<file path="config.mk">
export PLATFORM = sky130hd
export DESIGN_NAME = matmul_engine_param
export DESIGN_NICKNAME = d
export VERILOG_FILES = /design/src/rtl/matmul_pkg.sv /design/src/rtl/mac_unit.sv /design/src/rtl/matmul_engine_param.sv
export SDC_FILE = /design/constraint.sdc
export NUM_CORES = 1
export LEC_CHECK = 0
export ABC_AREA = 1
export CORE_MARGIN = 4
export CORE_UTILIZATION = 64
export CTS_CLUSTER_DIAMETER = 100
export DETAILED_ROUTE_END_ITERATION = 10
export GPL_ROUTABILITY_DRIVEN = 0
export PLACE_DENSITY_LB_ADDON = 0.2
export SLEW_MARGIN = 0
export SYNTH_ARGS = -nofsm -noshare
export SYNTH_HDL_FRONTEND = slang
export SYNTH_SLANG_ARGS = --single-unit
</file>
<file path="constraint.sdc">
create_clock -name clk -period 12.22 [get_ports clk]
set_input_delay 2.444 -clock clk [delete_from_list [all_inputs] [get_ports clk]]
set_output_delay 2.444 -clock clk [all_outputs]
set_load 0.02 [all_outputs]
</file>
<file path="src/rtl/matmul_pkg.sv">
// Shared definitions for the parametrised matrix-multiply engine.
//   state_t   : controller states, also exported on the debug port
//   fix_t     : result of range_fix (overflow flag + range-corrected sum)
//   range_fix : checks a wide partial sum against an acc_w-bit signed or
//               unsigned range, then clamps it (sat) or passes it through
//               so the caller can keep the low acc_w bits (wrap)
package matmul_pkg;

  typedef enum logic [1:0] {
    IDLE    = 2'd0,
    COMPUTE = 2'd1,
    DRAIN   = 2'd2,
    DONE    = 2'd3
  } state_t;

  // Wide working width for the accumulate; holds any 2*DATA_W product plus
  // an ACC_W running sum for every supported configuration.
  localparam int CALC_W = 64;

  typedef struct packed {
    logic              ovf;
    logic [CALC_W-1:0] value;
  } fix_t;

  function automatic fix_t range_fix(input logic signed [CALC_W-1:0] sum,
                                     input int acc_w,
                                     input logic sgn,
                                     input logic sat);
    logic signed [CALC_W-1:0] hi;
    logic signed [CALC_W-1:0] lo;
    fix_t r;
    if (sgn) begin
      hi = (64'sd1 <<< (acc_w - 1)) - 64'sd1;
      lo = -(64'sd1 <<< (acc_w - 1));
    end else begin
      hi = (64'sd1 <<< acc_w) - 64'sd1;
      lo = 64'sd0;
    end
    r.ovf = (sum > hi) || (sum < lo);
    if (r.ovf && sat) r.value = (sum > hi) ? hi : lo;
    else              r.value = sum;
    return r;
  endfunction

endpackage

</file>
<file path="src/rtl/mac_unit.sv">
// Multiply-accumulate datapath shared by every C element.
//   clk, reset : clock, asynchronous active-low reset
//   en         : update the running sum this cycle
//   clear      : start a new dot product (previous sum treated as 0)
//   sgn, sat   : two's-complement operands / saturating accumulate
//   a, b       : operand elements
//   sum        : next running sum (range-corrected, combinational)
//   ovf        : this accumulate left the ACC_W range (combinational)
module mac_unit
  import matmul_pkg::*;
#(
  parameter int DATA_W = 8,
  parameter int ACC_W  = 16
) (
  input  logic              clk,
  input  logic              reset,
  input  logic              en,
  input  logic              clear,
  input  logic              sgn,
  input  logic              sat,
  input  logic [DATA_W-1:0] a,
  input  logic [DATA_W-1:0] b,
  output logic [ACC_W-1:0]  sum,
  output logic              ovf
);

  logic [ACC_W-1:0]         acc;
  logic signed [CALC_W-1:0] a_x;
  logic signed [CALC_W-1:0] b_x;
  logic signed [CALC_W-1:0] acc_x;
  logic signed [CALC_W-1:0] total;
  fix_t                     fix;
  logic                     unused_hi;

  always_comb begin
    a_x   = {{(CALC_W-DATA_W){sgn & a[DATA_W-1]}}, a};
    b_x   = {{(CALC_W-DATA_W){sgn & b[DATA_W-1]}}, b};
    // The stored sum is reinterpreted per mode, so wrapped values keep
    // their modular meaning across the dot product.
    acc_x = clear ? '0 : {{(CALC_W-ACC_W){sgn & acc[ACC_W-1]}}, acc};
    total = acc_x + a_x * b_x;
    fix   = range_fix(total, ACC_W, sgn, sat);
    sum   = fix.value[ACC_W-1:0];
    ovf   = fix.ovf;
  end

  assign unused_hi = ^fix.value[CALC_W-1:ACC_W];

  always_ff @(posedge clk or negedge reset) begin
    if (!reset)  acc <= '0;
    else if (en) acc <= sum;
  end

endmodule

</file>
<file path="src/rtl/matmul_engine_param.sv">
// NxN matrix-multiply engine, C = A x B, row-major element storage.
//   load_*     : addressed operand write port (accepted only in IDLE)
//   start      : begin a run; signed_mode/sat_mode are captured with it
//   busy       : COMPUTE or DRAIN
//   res_*      : result stream, index order 0..N*N-1
//   overflow   : sticky per run, cleared when a start is accepted
//   done       : one-cycle pulse after the final result handshake
//   dbg_state  : controller state
// Handshakes: a transfer happens on a rising edge where valid && ready are
// both 1; the producer holds its payload unchanged while valid && !ready.
module matmul_engine_param
  import matmul_pkg::*;
#(
  parameter int  N      = 4,
  parameter int  DATA_W = 8,
  parameter int  ACC_W  = 16,
  localparam int AW     = $clog2(N*N)
) (
  input  logic              clk,
  input  logic              reset,
  input  logic              load_valid,
  output logic              load_ready,
  input  logic              load_sel,
  input  logic [AW-1:0]     load_addr,
  input  logic [DATA_W-1:0] load_data,
  input  logic              signed_mode,
  input  logic              sat_mode,
  input  logic              start,
  output logic              busy,
  output logic              res_valid,
  input  logic              res_ready,
  output logic [ACC_W-1:0]  res_data,
  output logic [AW-1:0]     res_index,
  output logic              overflow,
  output logic              done,
  output state_t            dbg_state
);

  localparam int            CW       = $clog2(N);
  localparam logic [AW:0]   NUM_EL   = (AW+1)'(N*N);
  localparam logic [AW-1:0] LAST_IDX = AW'(N*N-1);
  localparam logic [CW-1:0] LAST_CNT = CW'(N-1);

  state_t              state, state_nx;
  logic [DATA_W-1:0]   mat_a [N*N];
  logic [DATA_W-1:0]   mat_b [N*N];
  logic [ACC_W-1:0]    mat_c [N*N];
  logic [CW-1:0]       row, col, k;
  logic [AW-1:0]       rd_idx;
  logic [AW-1:0]       a_idx, b_idx, c_idx;
  logic                mode_sgn, mode_sat;
  logic                last_k, last_col, last_row;
  logic                compute_en, load_fire;
  logic [ACC_W-1:0]    mac_sum;
  logic                mac_ovf;

  assign last_k     = (k == LAST_CNT);
  assign last_col   = (col == LAST_CNT);
  assign last_row   = (row == LAST_CNT);
  assign compute_en = (state == COMPUTE);
  assign load_fire  = load_valid && load_ready && ({1'b0, load_addr} < NUM_EL);

  always_comb begin
    a_idx = AW'(32'(row) * N + 32'(k));
    b_idx = AW'(32'(k) * N + 32'(col));
    c_idx = AW'(32'(row) * N + 32'(col));
  end

  // State register
  always_ff @(posedge clk or negedge reset) begin
    if (!reset) state <= IDLE;
    else        state <= state_nx;
  end

  // Next state and handshake/status outputs
  always_comb begin
    state_nx   = state;
    load_ready = 1'b0;
    busy       = 1'b0;
    res_valid  = 1'b0;
    done       = 1'b0;
    case (state)
      IDLE: begin
        load_ready = 1'b1;
        if (start) state_nx = COMPUTE;
      end
      COMPUTE: begin
        busy = 1'b1;
        if (last_k && last_col && last_row) state_nx = DRAIN;
      end
      DRAIN: begin
        busy      = 1'b1;
        res_valid = 1'b1;
        if (res_ready && rd_idx == LAST_IDX) state_nx = DONE;
      end
      DONE: begin
        done     = 1'b1;
        state_nx = IDLE;
      end
      default: state_nx = IDLE;
    endcase
  end

  // C is cleared on reset and rd_idx rests at 0, so the result port shows
  // zero until a run has written something.
  assign res_data  = mat_c[rd_idx];
  assign res_index = rd_idx;
  assign dbg_state = state;

  mac_unit #(.DATA_W(DATA_W), .ACC_W(ACC_W)) u_mac (
    .clk   (clk),
    .reset (reset),
    .en    (compute_en),
    .clear (k == '0),
    .sgn   (mode_sgn),
    .sat   (mode_sat),
    .a     (mat_a[a_idx]),
    .b     (mat_b[b_idx]),
    .sum   (mac_sum),
    .ovf   (mac_ovf)
  );

  always_ff @(posedge clk or negedge reset) begin
    if (!reset) begin
      for (int i = 0; i < N*N; i++) begin
        mat_a[i] <= '0;
        mat_b[i] <= '0;
        mat_c[i] <= '0;
      end
      row      <= '0;
      col      <= '0;
      k        <= '0;
      rd_idx   <= '0;
      mode_sgn <= 1'b0;
      mode_sat <= 1'b0;
      overflow <= 1'b0;
    end else begin
      // A load coinciding with start lands before the first MAC read.
      if (load_fire) begin
        if (load_sel) mat_b[load_addr] <= load_data;
        else          mat_a[load_addr] <= load_data;
      end
      if (state == IDLE && start) begin
        row      <= '0;
        col      <= '0;
        k        <= '0;
        rd_idx   <= '0;
        overflow <= 1'b0;
        mode_sgn <= signed_mode;
        mode_sat <= sat_mode;
      end
      if (compute_en) begin
        if (mac_ovf) overflow <= 1'b1;
        if (last_k) begin
          mat_c[c_idx] <= mac_sum;
          k            <= '0;
          if (last_col) begin
            col <= '0;
            row <= last_row ? '0 : row + 1'b1;
          end else begin
            col <= col + 1'b1;
          end
        end else begin
          k <= k + 1'b1;
        end
      end
      if (state == DRAIN && res_ready) begin
        rd_idx <= (rd_idx == LAST_IDX) ? '0 : rd_idx + 1'b1;
      end
    end
  end

endmodule

</file>
## Word level (Yosys, flattened, before mapping)

Cells that the tools add are included.

| operators by class | value |
|---|---|
| add/sub/neg operators | 8 |
| $mul | 1 |
| order comparisons | 9 |
| equal/unequal tests | 10 |
| muxes and demuxes | 47 |
| bitwise logic cells | 9 |
| reductions and logical operators | 19 |

Operator list:

| cell | count |
|---|---|
| 128-bit bitwise mux | 2 |
| 256-bit bitwise mux | 1 |
| 64-bit 2-to-1 mux | 2 |
| 16-bit 2-to-1 mux | 6 |
| 64-bit by 18-bit adder with 64-bit output | 1 |
| 16-bit binary-select mux with 4-bit select | 1 |
| 8-bit binary-select mux with 4-bit select | 2 |
| 16-bit demux with 4-bit select | 1 |
| 64-bit by 17-bit > comparator with 1-bit output | 1 |
| 64-bit less-than comparator | 1 |
| 8-bit 2-to-1 mux | 5 |
| 8-bit demux with 4-bit select | 1 |
| 2-bit 2-to-1 mux | 15 |
| 5-bit greater-or-equal comparator (second input constant) | 5 |
| 4-bit inverter with 5-bit output | 5 |
| 9-bit by 9-bit multiplier with 18-bit output | 1 |
| 4-bit by 2-bit adder with 4-bit output | 3 |
| 4-bit 2-to-1 mux | 3 |
| 2-bit == test (second input constant) | 5 |
| 5-bit by 1-bit less-than comparator with 1-bit output (second input constant) | 2 |
| 1-bit logical AND | 9 |
| 2-bit one-hot mux with 4 select lines | 1 |
| 1-bit 2-to-1 mux | 7 |
| 2-bit by 1-bit adder with 2-bit output (second input constant) | 3 |
| other kinds (13) | 20 |

| storage, ports and cells | value |
|---|---|
| register bits after elaboration | 543 |
| input port bits | 20 |
| output and inout bits | 27 |
| logic and storage cells | 160 |

## Longest topological paths before layout

Gate-level depths: netlist of the first run.

| logic depth | value |
|---|---|
| depth in word-level cells | 13 |
| gate-level depth with buffers | 51 |
| gate-level depth less buffers | 46 |

## Hierarchy

From an unflattened synthesis of the first run, not the netlist that was laid out.

| second synthesis, totals | value |
|---|---|
| cell total of the unflattened synthesis | 4070 |
| area, all modules | 32692.6 um^2 |

By module, submodules not included:

| module | instances | cells an instance | area an instance (um^2) | sequential area each (um^2) |
|---|---|---|---|---|
| matmul_engine_param | 1 | 3030 | 25418.1 | 13187.6 |
| mac_unit | 1 | 1040 | 7274.5 | 400.4 |

## Worst setup path after synthesis of the first run

Ideal clock, no wire load.

| timing path | value |
|---|---|
| path kind | register to register |
| start | register mode_sgn |
| end | register mat_c[103] in the netlist's numbering |
| library setup time | 0.116 ns |
| arrival time | 8.830 ns |
| required time | 12.104 ns |
| slack | 3.274 ns |
| stages on the path, launching flop included | 41 |
| path buffers | 3 |
| clock period less this slack | 8.946 ns |
| path through | dfrtp_1 > inv_1 > clkbuf_1 > nor2_1 > fa_1 > inv_1 > fa_1 > inv_1 > fa_1 > inv_1 > fa_1 > inv_1 > fa_1 > ha_1 > inv_1 > nor3_2 > nand2_1 > nand2_1 > (+5 left out) > inv_1 > nand3_1 > nor3_1 > nand3_1 > nor2_1 > o21ai_0 > nand3_1 > nand2_1 > nand2_1 > inv_1 > nand2_2 > nand2_4 > buf_12 > nand2_2 > nand2_4 > buf_6 > nand2_1 > nand2_1 |

| between the ends | value |
|---|---|
| longest elaborated chain between the ends | 8 |
| elaborated cells between the ends (all ways) | 15 |
| those cells by class | 1 x add/sub; 1 x mul; 2 x order compare; 6 x mux; 3 x bitwise; 2 x reduce/logical |

RTL lines:

| item | RTL line | RTL |
|---|---|---|
| start, declared | matmul_engine_param.sv:51 | `logic mode_sgn, mode_sat;` |
| start signal, assigned | matmul_engine_param.sv:149 | `mode_sgn <= signed_mode;` |
| 1-bit bitwise AND (on tied branches) | mac_unit.sv:36, mac_unit.sv:37, mac_unit.sv:40 |  |
| 9-bit by 9-bit multiplier with 18-bit output or 64-bit 2-to-1 mux (tied branches) | mac_unit.sv:41, mac_unit.sv:40 |  |
| 64-bit by 18-bit adder with 64-bit output | mac_unit.sv:41 | `total = acc_x + a_x * b_x;` |
| 64-bit by 17-bit > comparator with 1-bit output or 64-bit less-than comparator (tied branches) | matmul_pkg.sv:39, matmul_pkg.sv:40 |  |
| 1-bit logical OR | matmul_pkg.sv:39 | `r.ovf = (sum > hi) \|\| (sum < lo);` |
| 1-bit logical AND | matmul_pkg.sv:40 | `if (r.ovf && sat) r.value = (sum > hi) ? hi : lo;` |
| 16-bit 2-to-1 mux (*) | matmul_pkg.sv:40 |  |
| 256-bit bitwise mux (*) | matmul_engine_param.sv:155 | `mat_c[c_idx] <= mac_sum;` |
| end signal, assigned by index | matmul_engine_param.sv:155 |  |
| end, declared | matmul_engine_param.sv:47 | `logic [ACC_W-1:0] mat_c [N*N];` |

Mark *: on every way between the ends. The rest lies on a longest branch, timed or not.
A chain may end at the register's enable or synchronous reset.

## Final worst setup path of the first run

| timing path | value |
|---|---|
| start | register col[1] |
| end | register mat_c[16] in the netlist's numbering |

| between the ends | value |
|---|---|
| longest elaborated chain between the ends | 13 |
| elaborated cells between the ends (all ways) | 22 |
| those cells by class | 3 x add/sub; 1 x mul; 4 x order compare; 8 x mux; 3 x bitwise; 3 x reduce/logical |

RTL lines:

| item | RTL line | RTL |
|---|---|---|
| start, declared | matmul_engine_param.sv:48 | `logic [CW-1:0] row, col, k;` |
| start signal, assigned | matmul_engine_param.sv:161 | `col <= col + 1'b1;` |
| 4-bit by 2-bit adder with 4-bit output | matmul_engine_param.sv:65 | `b_idx = AW'(32'(k) * N + 32'(col));` |
| 4-bit inverter with 5-bit output (not written as such) | matmul_engine_param.sv:118 | `.b (mat_b[b_idx]),` |
| 8-bit binary-select mux with 4-bit select | matmul_engine_param.sv:118 |  |
| 8-bit 2-to-1 mux (not written as such) (2 in series) | matmul_engine_param.sv:118 |  |
| 1-bit bitwise AND | mac_unit.sv:37 | `b_x = {{(CALC_W-DATA_W){sgn & b[DATA_W-1]}}, b};` |
| 9-bit by 9-bit multiplier with 18-bit output | mac_unit.sv:41 |  |
| 64-bit by 18-bit adder with 64-bit output | mac_unit.sv:41 |  |
| 64-bit by 17-bit > comparator with 1-bit output or 64-bit less-than comparator (tied branches) | matmul_pkg.sv:39, matmul_pkg.sv:40 |  |
| 1-bit logical OR | matmul_pkg.sv:39 |  |
| 1-bit logical AND | matmul_pkg.sv:40 |  |
| 16-bit 2-to-1 mux | matmul_pkg.sv:40 |  |
| 256-bit bitwise mux (*) | matmul_engine_param.sv:155 |  |

Mark *: on every way between the ends. The rest lies on a longest branch, timed or not. The select of a mux whose other input is x is not followed.

==> metrics.md, run 1 <==
| Metric | Value |
|---|---|
| Number of sinks on the clock net | `543` |
| Standard cell core area | `0.0479 sq mm` |
| Least-Margin Pin Slew | `1.19 ns` |
| Drt total wl | `85000 um` |
| H-tree levels | `2` |
| Synthesized instance count | `3977` |
| Number of antenna violations at the first check in global routing | `0` |
| Cell repeated most along the worst path | `nand2_1` |
| Cell count of the worst hold path | `2` |
| Asr flop ratio synth | `1.00` |
| DR iter-0 viols | `2607` |
| Starting Density | `0.650` |
| Post-CTS Setup Repair Bufs | `0` |
| Detailed-route DRC error count | `0` |
| Hold crit path type | `reg2reg` |
| Signal arrival time at the worst endpoint | `11.09 ns` |
| Setup crit start kind | `flop` |
| Post-detail-place hpwl | `54100 um` |
| Final non-filler cell total | `4565` |
| Avg Inst Size Synth | `7.84 sq um` |
| Overall fraction of global-route tracks in use | `0.322` |
| Count of max-cap constraint violations | `0` |
| Die height | `229 um` |
| Count of flip-flops with a built-in enable after synthesis | `0` |
| Die Area | `0.0523 sq mm` |
| First-pass iteration count of the detailed router | `5` |
| Placed Instances | `4464` |
| Synth Register Bits | `543` |
| Post-synth cell types | `44` |
| Maximum number of pins on one net before global-route repair | `136` |
| Detailed-route vias per instance | `5.92` |
| CTS root buffer | `clkbuf_16` |
| Share of cells above drive strength 1 | `0.0456` |
| Final Slew Violations | `0` |
| Predominant post-synthesis flop cell | `dfrtp_1` |
| Post-CTS clock slew at the launch and capture registers of the worst setup and hold paths | `0.06 ns` |
| Number of vias after detailed routing | `27003` |
| Highest attainable clock frequency | `94.8 MHz` |
| First-pass GRT wire length | `138000 um` |
| Routed wire length per instance | `18.6 um` |
| Number of nets still failing antenna checks after routing | `0` |
| Final net count | `4149` |
| Cells resized by post-CTS repair | `0` |
| CTS tree | `done` |
| Final critical delay including setup and external delays | `10.55 ns` |
| Number of nets in the synthesized netlist | `4219` |
| Clk Latency, worst-skew pair | `0.61 ns` |
| Count of final hold-check violations | `0` |
| Number of warning messages in the yosys log | `0` |
| Count of input and output buffers | `46` |
| Count of cells along the worst register-to-register path | `41` |
| Final worst path period share | `0.864` |
| Growth of design area from synthesis to finish | `8.03%` |
| Maximum root-to-sink buffer count | `3` |
| Critical setup path kind | `reg2reg` |
| Clock skew after layout | `0.0256 ns` |
| Cts hold-fix bufs | `0` |
| Maximum fanout encountered on the critical timing path | `35` |
| Required time worst endpoint | `12.76 ns` |
| Final setup viols | `0` |
| Std cell rows | `80` |
| Result of the run | `finished clean` |
| Worst path slowest cell | `inv_1` |
| Max-slew headroom at the worst pin | `0.204` |
| Final Util | `0.703` |
| Clock buffers created by TritonCTS | `56` |
| Sequential share of the synthesized area | `0.436` |
| Post-synthesis instance area | `0.0312 sq mm` |
| Largest stage delay on the critical path | `0.84 ns` |
| TNS Setup | `0 ns` |
| Number of I/O pins | `47` |
| Total overflow reported by the global router | `0` |
| Antenna diode count | `0` |
| RSZ-0062 raised after global routing | `false` |
| Die width | `229 um` |
| Type of element capturing the critical path | `flop` |
| Via count of the first global-routing pass | `26140` |
-- state kept, by name, summed over array words and instances (netlist names) --
signal	flops
mode_sgn	1
dbg_state	2
k	2
col	2
row	2
overflow	1
mat_a	128
u_mac.acc	16
mode_sat	1
res_index	4
mat_c	256
mat_b	128
-- routing by layer --
layer | global-route usage | vias up | part of all wire
li1 | - | 12642 | -
met1 | 0.446 | 12995 | 0.42
met2 | 0.518 | 1142 | 0.47
met3 | 0.0464 | 224 | 0.077
met4 | 0.126 | 0 | 0.037
met5 | 0 | - | 0
-- final timing paths --
check	from	endpoint	slack, ns
max reg2reg	col[1]	mat_c[16]	1.67
max	col[1]	mat_c[16]	1.67
min reg2reg	mat_c[103]	mat_c[103]	0.48
min in group asynchronous	reset	dbg_state[0]	1.94
min	mat_c[103]	mat_c[103]	0.48
max in group asynchronous	reset	mat_a[19]	7.94
-- worst max-delay path: cells and delay by family, from the launching register on --
kind | cells | cell delay, ns
and+or+nand+nor | 21 | 3.86
buffers and inverters | 8 | 1.58
adders and majority gates | 7 | 3.33
xor gates and xnor gates | 1 | 0.37
DFF | 1 | 0.35
AOI/OAI and AO/OA | 4 | 0.91
-- per-stage QoR --
stage / cell area, sq um / hold slack, ns / setup slack [ns]
after detailed placement: 31800 / 0.460 / 1.81
final: 33700 / 0.475 / 1.67
after global placement: 31800 / 0.457 / 1.86
after floorplan: 31200 / 0.444 / 3.27
after global routing: 33700 / 0.493 / 0.957
after CTS: 33700 / 0.477 / 1.73
-- kinds of logic (layout without fill, tap and decap cells) --
logic type / count (synthesis) / in the layout / synth area share
xor+xnor: 4 / 4 / 0.00112
simple gates: 1970 / 1970 / 0.252
buf+inv: 523 / 496 / 0.0682
flops: 543 / 543 / 0.436
compound gates: 715 / 715 / 0.128
fa+ha+maj: 222 / 222 / 0.114
-- area by class of cell --
| type | instances | area [sq um] |
|---|---|---|
| clock buffer | 85 | 1650 |
| clock inverter | 16 | 243 |
| fill | 3845 | 14300 |
| inverter | 309 | 1160 |
| multi-input combinational | 2911 | 15500 |
| sequential | 543 | 13600 |
| tap | 615 | 769 |
| timing repair buffer | 86 | 778 |
-- placed cells by master, fill, tap and decap left out, drive strengths merged, types with 45 or more instances in the layout --
master         synthesis  layout
nand2               1489    1489
dfrtp                543     543
o21ai                474     474
inv                  304     307
nor2                 303     303
nand3                122     122
ha                   117     117
fa                   105     105
a21oi                 98      98
clkbuf               181      85
o221ai                63      63
clkdlybuf4s50          0      45
-- Yosys cell counts (all sizes together) (2+ instances only) --
| cell | number | area [sq um] |
|---|---|---|
| dfrtp | 543 | 13600 |
| nand2 | 1489 | 5730 |
| ha | 117 | 1460 |
| or2 | 2 | 12.5 |
| o21bai | 3 | 22.5 |
| clkinv | 5 | 18.8 |
| o221ai | 63 | 552 |
| fa | 105 | 2100 |
| o211ai | 15 | 113 |
| a221oi | 19 | 166 |
| nand4 | 29 | 188 |
| o21ai | 474 | 2370 |
| nand3b | 5 | 37.5 |
| nor2 | 303 | 1140 |
| nor4 | 4 | 25.0 |
| nor3 | 15 | 80.1 |
| xnor2 | 2 | 17.5 |
| xor2 | 2 | 17.5 |
| buf | 33 | 288 |
| a21o | 2 | 15.0 |
| o22ai | 35 | 219 |
| inv | 304 | 1140 |
| a21oi | 98 | 490 |
| nand3 | 122 | 638 |
| clkbuf | 181 | 679 |
Power of run 1 is not shown: default switching activity piles up to over one toggle a cycle in this logic, so the estimate is an artifact.
==> run 2, diff against run 1 <==
--- a/config.mk
+++ b/config.mk
@@ -7,9 +7,10 @@
 export LEC_CHECK = 0
 export ABC_AREA = 1
 export CORE_MARGIN = 4
-export CORE_UTILIZATION = 64
+export CORE_UTILIZATION = 65
 export CTS_CLUSTER_DIAMETER = 100
 export DETAILED_ROUTE_END_ITERATION = 10
+export DONT_BUFFER_PORTS = 1
 export GPL_ROUTABILITY_DRIVEN = 0
 export PLACE_DENSITY_LB_ADDON = 0.2
 export SLEW_MARGIN = 0
==> run 2 against run 1 <==
The run now ends with slew limit left. Global-route usage increased by 1.1 points. Maximum frequency shrank 2.1%. Sequential share of layout area rose by 0.65 points. Non-clock buffer count down 56. Highest routed layer is now met5.
==> metrics.md, run 2 (same netlist as run 1, synthesis figures left out) <==
| Metric | Value |
|---|---|
| Post-CTS clock slew at the launch and capture registers of the worst setup and hold paths | `0.06 ns (about the same)` |
| Hold crit path type | `reg2reg (unchanged)` |
| Clk Latency, worst-skew pair | `0.62 ns (was 0.61 ns)` |
| Final worst path period share | `0.882 (was 0.864)` |
| Largest stage delay on the critical path | `0.89 ns (was 0.84 ns)` |
| CTS root buffer | `clkbuf_16 (unchanged)` |
| Highest attainable clock frequency | `92.7 MHz (was 94.8 MHz)` |
| Register with the most flip-flops | `mat_c (unchanged)` |
| Cell repeated most along the worst path | `nand2_1 (unchanged)` |
| Maximum fanout encountered on the critical timing path | `35 (unchanged)` |
| Number of vias after detailed routing | `26808 (was 27003)` |
| Overall fraction of global-route tracks in use | `0.332 (was 0.322)` |
| First-pass GRT wire length | `138000 um (about the same)` |
| Count of final hold-check violations | `0 (unchanged)` |
| Antenna diode count | `0 (unchanged)` |
| Post-CTS Setup Repair Bufs | `0 (unchanged)` |
| Detailed-route DRC error count | `0 (unchanged)` |
| First-pass iteration count of the detailed router | `6 (was 5)` |
| Critical setup path kind | `reg2reg (unchanged)` |
| Signal arrival time at the worst endpoint | `11.33 ns (was 11.09 ns)` |
| Final net count | `4092 (was 4149)` |
| Worst path slowest cell | `inv_1 (unchanged)` |
| Cts hold-fix bufs | `0 (unchanged)` |
| Standard cell core area | `0.0470 sq mm (was 0.0479 sq mm)` |
| Result of the run | `finished, violations left (was finished clean)` |
| H-tree levels | `2 (unchanged)` |
| Via count of the first global-routing pass | `26048 (was 26140)` |
| Count of input and output buffers | `0 (was 46)` |
| Growth of design area from synthesis to finish | `6.31% (was 8.03%)` |
| Number of sinks on the clock net | `543 (unchanged)` |
| Leading cell type in the layout, fill and taps excluded | `nand2_1 (unchanged)` |
| Final setup viols | `0 (unchanged)` |
| Die width | `227 um (was 229 um)` |
| Die Area | `0.0515 sq mm (was 0.0523 sq mm)` |
| Clock buffers created by TritonCTS | `55 (was 56)` |
| RSZ-0062 raised after global routing | `false (unchanged)` |
| CTS tree | `done (unchanged)` |
| Final Slew Violations | `351 (was 0)` |
| Std cell rows | `79 (was 80)` |
| TNS Setup | `0 ns (unchanged)` |
| Number of antenna violations at the first check in global routing | `1 (was 0)` |
| Required time worst endpoint | `12.77 ns (was 12.76 ns)` |
| Maximum number of pins on one net before global-route repair | `544 (was 136)` |
| Starting Density | `0.664 (was 0.650)` |
| Count of filler cells inserted in the layout | `3775 (was 3845)` |
| Storage cell area | `0.0136 sq mm (unchanged)` |
| Share of cells above drive strength 1 | `0.0452 (was 0.0456)` |
| Die height | `227 um (was 229 um)` |
| Number of nets still failing antenna checks after routing | `0 (unchanged)` |
| Final critical delay including setup and external delays | `10.78 ns (was 10.55 ns)` |
| Cells resized by post-CTS repair | `0 (unchanged)` |
| Detailed-route vias per instance | `5.96 (was 5.92)` |
| Area used by multi-input combinational logic | `0.0155 sq mm (unchanged)` |
| Maximum root-to-sink buffer count | `3 (unchanged)` |
| Setup crit start kind | `flop (unchanged)` |
| Clock skew after layout | `0.0239 ns (was 0.0256 ns)` |
| DR iter-0 viols | `2882 (was 2607)` |
| Number of I/O pins | `47 (unchanged)` |
| Post-detail-place hpwl | `52800 um (was 54100 um)` |
| Top flop regs | `mat_c x256, mat_a x128, mat_b x128 (unchanged)` |
| Least-Margin Pin Slew | `2.50 ns (was 1.19 ns)` |
| Total overflow reported by the global router | `0 (unchanged)` |
| Highest-count cells in the layout ignoring fill and taps | `nand2_1 (1457), dfrtp_1 (540), o21ai_0 (474) (unchanged)` |
| Routed wire length per instance | `18.8 um (was 18.6 um)` |
| Max-slew headroom at the worst pin | `-0.666 (was 0.204)` |
| Largest register FFs | `256 (unchanged)` |
| Count of max-cap constraint violations | `0 (unchanged)` |
| Type of element capturing the critical path | `flop (unchanged)` |
| Violated checks | `slew limit` |
| Drt total wl | `84500 um (was 85000 um)` |
run 2: layer usage:
layer / wire length [um] / vias to the layer above / GRT usage
li1: - / 12523 / -
met1: 35000 / 12850 / 0.465
met2: 38800 / 1222 / 0.531
met3: 7710 / 211 / 0.0560
met4: 3000 / 2 / 0.124
met5: 11 / - / 0
run 2: worst paths after layout:
path	start	end	slack (ns)	depth (start not counted)
max reg2reg	col[1]	mat_c[20]	1.44	41
max in group asynchronous	reset	res_index[0]	8.64	0
min reg2reg	mat_c[95]	mat_c[95]	0.48	2
min in group asynchronous	reset	mode_sgn	1.54	0
min	mat_c[95]	mat_c[95]	0.48	2
max	col[1]	mat_c[20]	1.44	41
run 2: stage by stage:
stage                     area, sq um  setup slack [ns]  hold WS, ns  utilization  instances
after global placement          31200              1.77        0.457        0.665       4400
after CTS                       33100              1.54        0.478        0.706       4500
after floorplan                 31200              3.27        0.444            -       3977
after detailed placement        31200              1.64        0.460        0.665       4400
after global routing            33100             0.691        0.493        0.706       4500
final                           33100              1.44        0.475        0.706       4500
run 2: final cells by class:
| class | instances | share of cell area |
|---|---|---|
| clock buffers | 76 | 0.0485 |
| multi-input cells | 2911 | 0.467 |
| inverters | 309 | 0.0351 |
| clock inverters | 24 | 0.00944 |
| well taps | 607 | 0.0229 |
| flip-flops and latches | 543 | 0.410 |
| repair buffers | 30 | 0.00679 |
run 2: worst max-delay path, delay by kind of cell, from the launching register on:
kind                       cells  cell delay [ns]
DFF                            1             0.36
buffers and inverters          8             1.63
xor gates and xnor gates       1             0.46
adders and majority gates      7             3.35
and+or+nand+nor               21             3.88
AOI/OAI and AO/OA              4             0.99
Power of run 2 is left out for the same reason.
==> variant: new RTL, config.mk and constraints of run 1 <==
Make the reset (`reset`) synchronous in 3 clocked blocks. Comments in the files are not updated.
--- a/src/rtl/mac_unit.sv
+++ b/src/rtl/mac_unit.sv
@@ -48,3 +48,3 @@
 
-  always_ff @(posedge clk or negedge reset) begin
+  always_ff @(posedge clk) begin
     if (!reset)  acc <= '0;
--- a/src/rtl/matmul_engine_param.sv
+++ b/src/rtl/matmul_engine_param.sv
@@ -69,3 +69,3 @@
   // State register
-  always_ff @(posedge clk or negedge reset) begin
+  always_ff @(posedge clk) begin
     if (!reset) state <= IDLE;
@@ -122,3 +122,3 @@
 
-  always_ff @(posedge clk or negedge reset) begin
+  always_ff @(posedge clk) begin
     if (!reset) begin
Check against the original RTL: not equivalent (a bounded check fails within 4 cycles, from zero or initial values and one cycle with reset low; the reset may be asserted at any time).
==> variant against run 1 <==
Cell area down 0.82%; global-route usage decreased by 2.4 points; setup slack worse by 0.49 ns; die area down 0.72%; area after synthesis shrank 0.74%; sequential cell count grew 4; routed wire length shrank 7.6%; via count down 14%; critical endpoint is now mat_c[9][15]$_SDFFCE_PN0P_; highest routed layer unchanged.
==> variant: results (changes against run 1) <==
| Metric | Value |
|---|---|
| Rel. slew slack | 25.7% (+5.3 points) |
| Nets@finish | 3411 (-18%) |
| Largest net degree at the start of global routing | 94 (-31%) |
| Routed wl met2 | 38.6 mm (-3.3%) |
| DRT iter0 DRCs | 2613 (+0.23%) |
| Total GRT Usage | 29.8% (-2.4 points) |
| First-pass GRT wire length | 124 mm (-10%) |
| Top post-synthesis cells by area | edfxtp_1 50%, nor2_1 8.9%, fa_1 6.8%, nand2_1 4.9%, ha_1 4.7% |
| Worst flop-to-flop path endpoint | mat_c[9][15]$_SDFFCE_PN0P_ |
| RR Startpoint | col[1]$_SDFF_PN0_ |
| DR pass1 iterations | 6 (+1) |
| Status | completed |
| Met3 WL post-DR | 6.52 mm (-0.44%) |
| Vias in the first global route | 23200 (-11%) |
| Crit path DAT | 11.36 ns (+0.27 ns) |
| Worst reg-to-reg setup slack | 1.18 ns (-0.49 ns) |
| CTS max path bufs | 3 (unchanged) |
| Antenna violations before repair | 0 (unchanged) |
| Number of flops mapped to enable cells by yosys | 512 (+512) |
| Worst Hold End | overflow$_SDFF_PN0_ |
| Metal1 wirelength | 30.1 mm (-15%) |
| Share of layout cells above drive strength 1 | 4.64% (+0.082 points) |
| WL per Instance | 20.5 µm (+10%) |
| # Post-CTS Setup Buffers | 0 (unchanged) |
| Commonest register cell after synthesis | edfxtp_1 |
| Hold Slack | 0.532 ns (+0.0570 ns) |
| CTS buffer count | 53 (-5.4%) |
| DP Wirelength | 52.7 mm (-2.6%) |
| Vias/cell | 6.08 (+2.8%) |
| Hold-critical path depth | 2 (unchanged) |
| Hold path start | overflow$_SDFF_PN0_ |
| Clk root buf | clkbuf_16 |
| Post-synth ARST share | 0% (-100 points) |
| Fillers | 3495 (-9.1%) |
| Crit path largest cell delay | 0.79 ns (-0.05 ns) |
| Post-synth top cells | 732 x nor2_1, 512 x edfxtp_1, 405 x nand2_1 |
| Post-Syn Nets | 3457 (-18%) |
| Post-synthesis sequential area ratio | 51.9% (+8.4 points) |
| Worst-Skew Late Latency | 0.64 ns (+0.03 ns) |
| CTS resizes | 0 (unchanged) |
| Antenna Cells | 0 (unchanged) |
| Cell variety after synth | 42 (-4.5%) |
| Post-route clock skew | 0.0540 ns (+0.0284 ns) |
## variant: logic make-up (layout without fill, tap and decap cells)
logic type | count (synthesis) | count (layout) | share of synthesized area, %
buf+inv | 547 | 544 | 7.01
xor+xnor | 3 | 3 | 0.109
flops | 547 | 547 | 51.9
mux | 64 | 64 | 2.07
simple gates | 1284 | 1284 | 16.4
compound gates | 548 | 548 | 10.9
fa+ha+maj | 222 | 222 | 11.5
## variant: per-stage QoR
step                      total power [mW]  std cells  area [µm²]  setup slack [ns]
final                                 9.19       3827       33400              1.18
after global routing                  9.87       3827       33400             0.333
after CTS                             9.14       3827       33400              1.26
after detailed placement              7.47       3729       31600              1.28
after global placement                7.26       3729       31600              1.56
after floorplan                       6.36       3215       30900              3.13
## variant: area by class of cell
| cell class | count | area (µm²) | area share, % |
|---|---|---|---|
| Sequential cell | 547 | 16100 | 48.1 |
| Multi-Input combinational cell | 2121 | 12700 | 38.0 |
| Clock buffer | 65 | 1410 | 4.23 |
| Inverter | 370 | 1390 | 4.16 |
| Tap cell | 615 | 769 | 2.30 |
| Timing Repair Buffer | 76 | 693 | 2.07 |
| Clock inverter | 33 | 358 | 1.07 |
## variant: power by group
part / switching, mW / internal [mW] / total, mW
Clock: 0.714 / 0.953 / 1.67
Combinational: 3.69 / 1.64 / 5.34
Sequential: 0.0462 / 2.14 / 2.18
Total: 4.45 / 4.73 / 9.19
## variant: how the worst max path moves through the flow
stage | cells after the start | to | startpoint
2_1_floorplan | 37 | mat_c[0][10]$_SDFFCE_PN0P_ | mode_sgn$_SDFFE_PN0P_
3_3_place_gp | 39 | mat_c[4][5]$_SDFFCE_PN0P_ | col[1]$_SDFF_PN0_
3_5_place_dp | 41 | mat_c[0][15]$_SDFFCE_PN0P_ | col[1]$_SDFF_PN0_
4_1_cts | 41 | mat_c[9][15]$_SDFFCE_PN0P_ | col[1]$_SDFF_PN0_
5_1_grt | 40 | mat_c[8][15]$_SDFFCE_PN0P_ | col[1]$_SDFF_PN0_
6_report | 41 | mat_c[9][15]$_SDFFCE_PN0P_ | col[1]$_SDFF_PN0_
## variant: critical path, delay by kind of cell, from the launching register on
family | cells | cell delay, ns
adders and majority gates | 8 | 3.98
DFF | 1 | 0.30
buffers and inverters | 8 | 1.65
AOI/OAI and AO/OA | 8 | 1.86
and+or+nand+nor | 17 | 2.92
## variant: per-layer routing
layer | GRT usage [%] | vias to the layer above
met3 | 4.59 | 210
met4 | 12.4 | 0
met5 | 0 | -
met1 | 38.9 | 11200
li1 | - | 10700
met2 | 50.3 | 1161
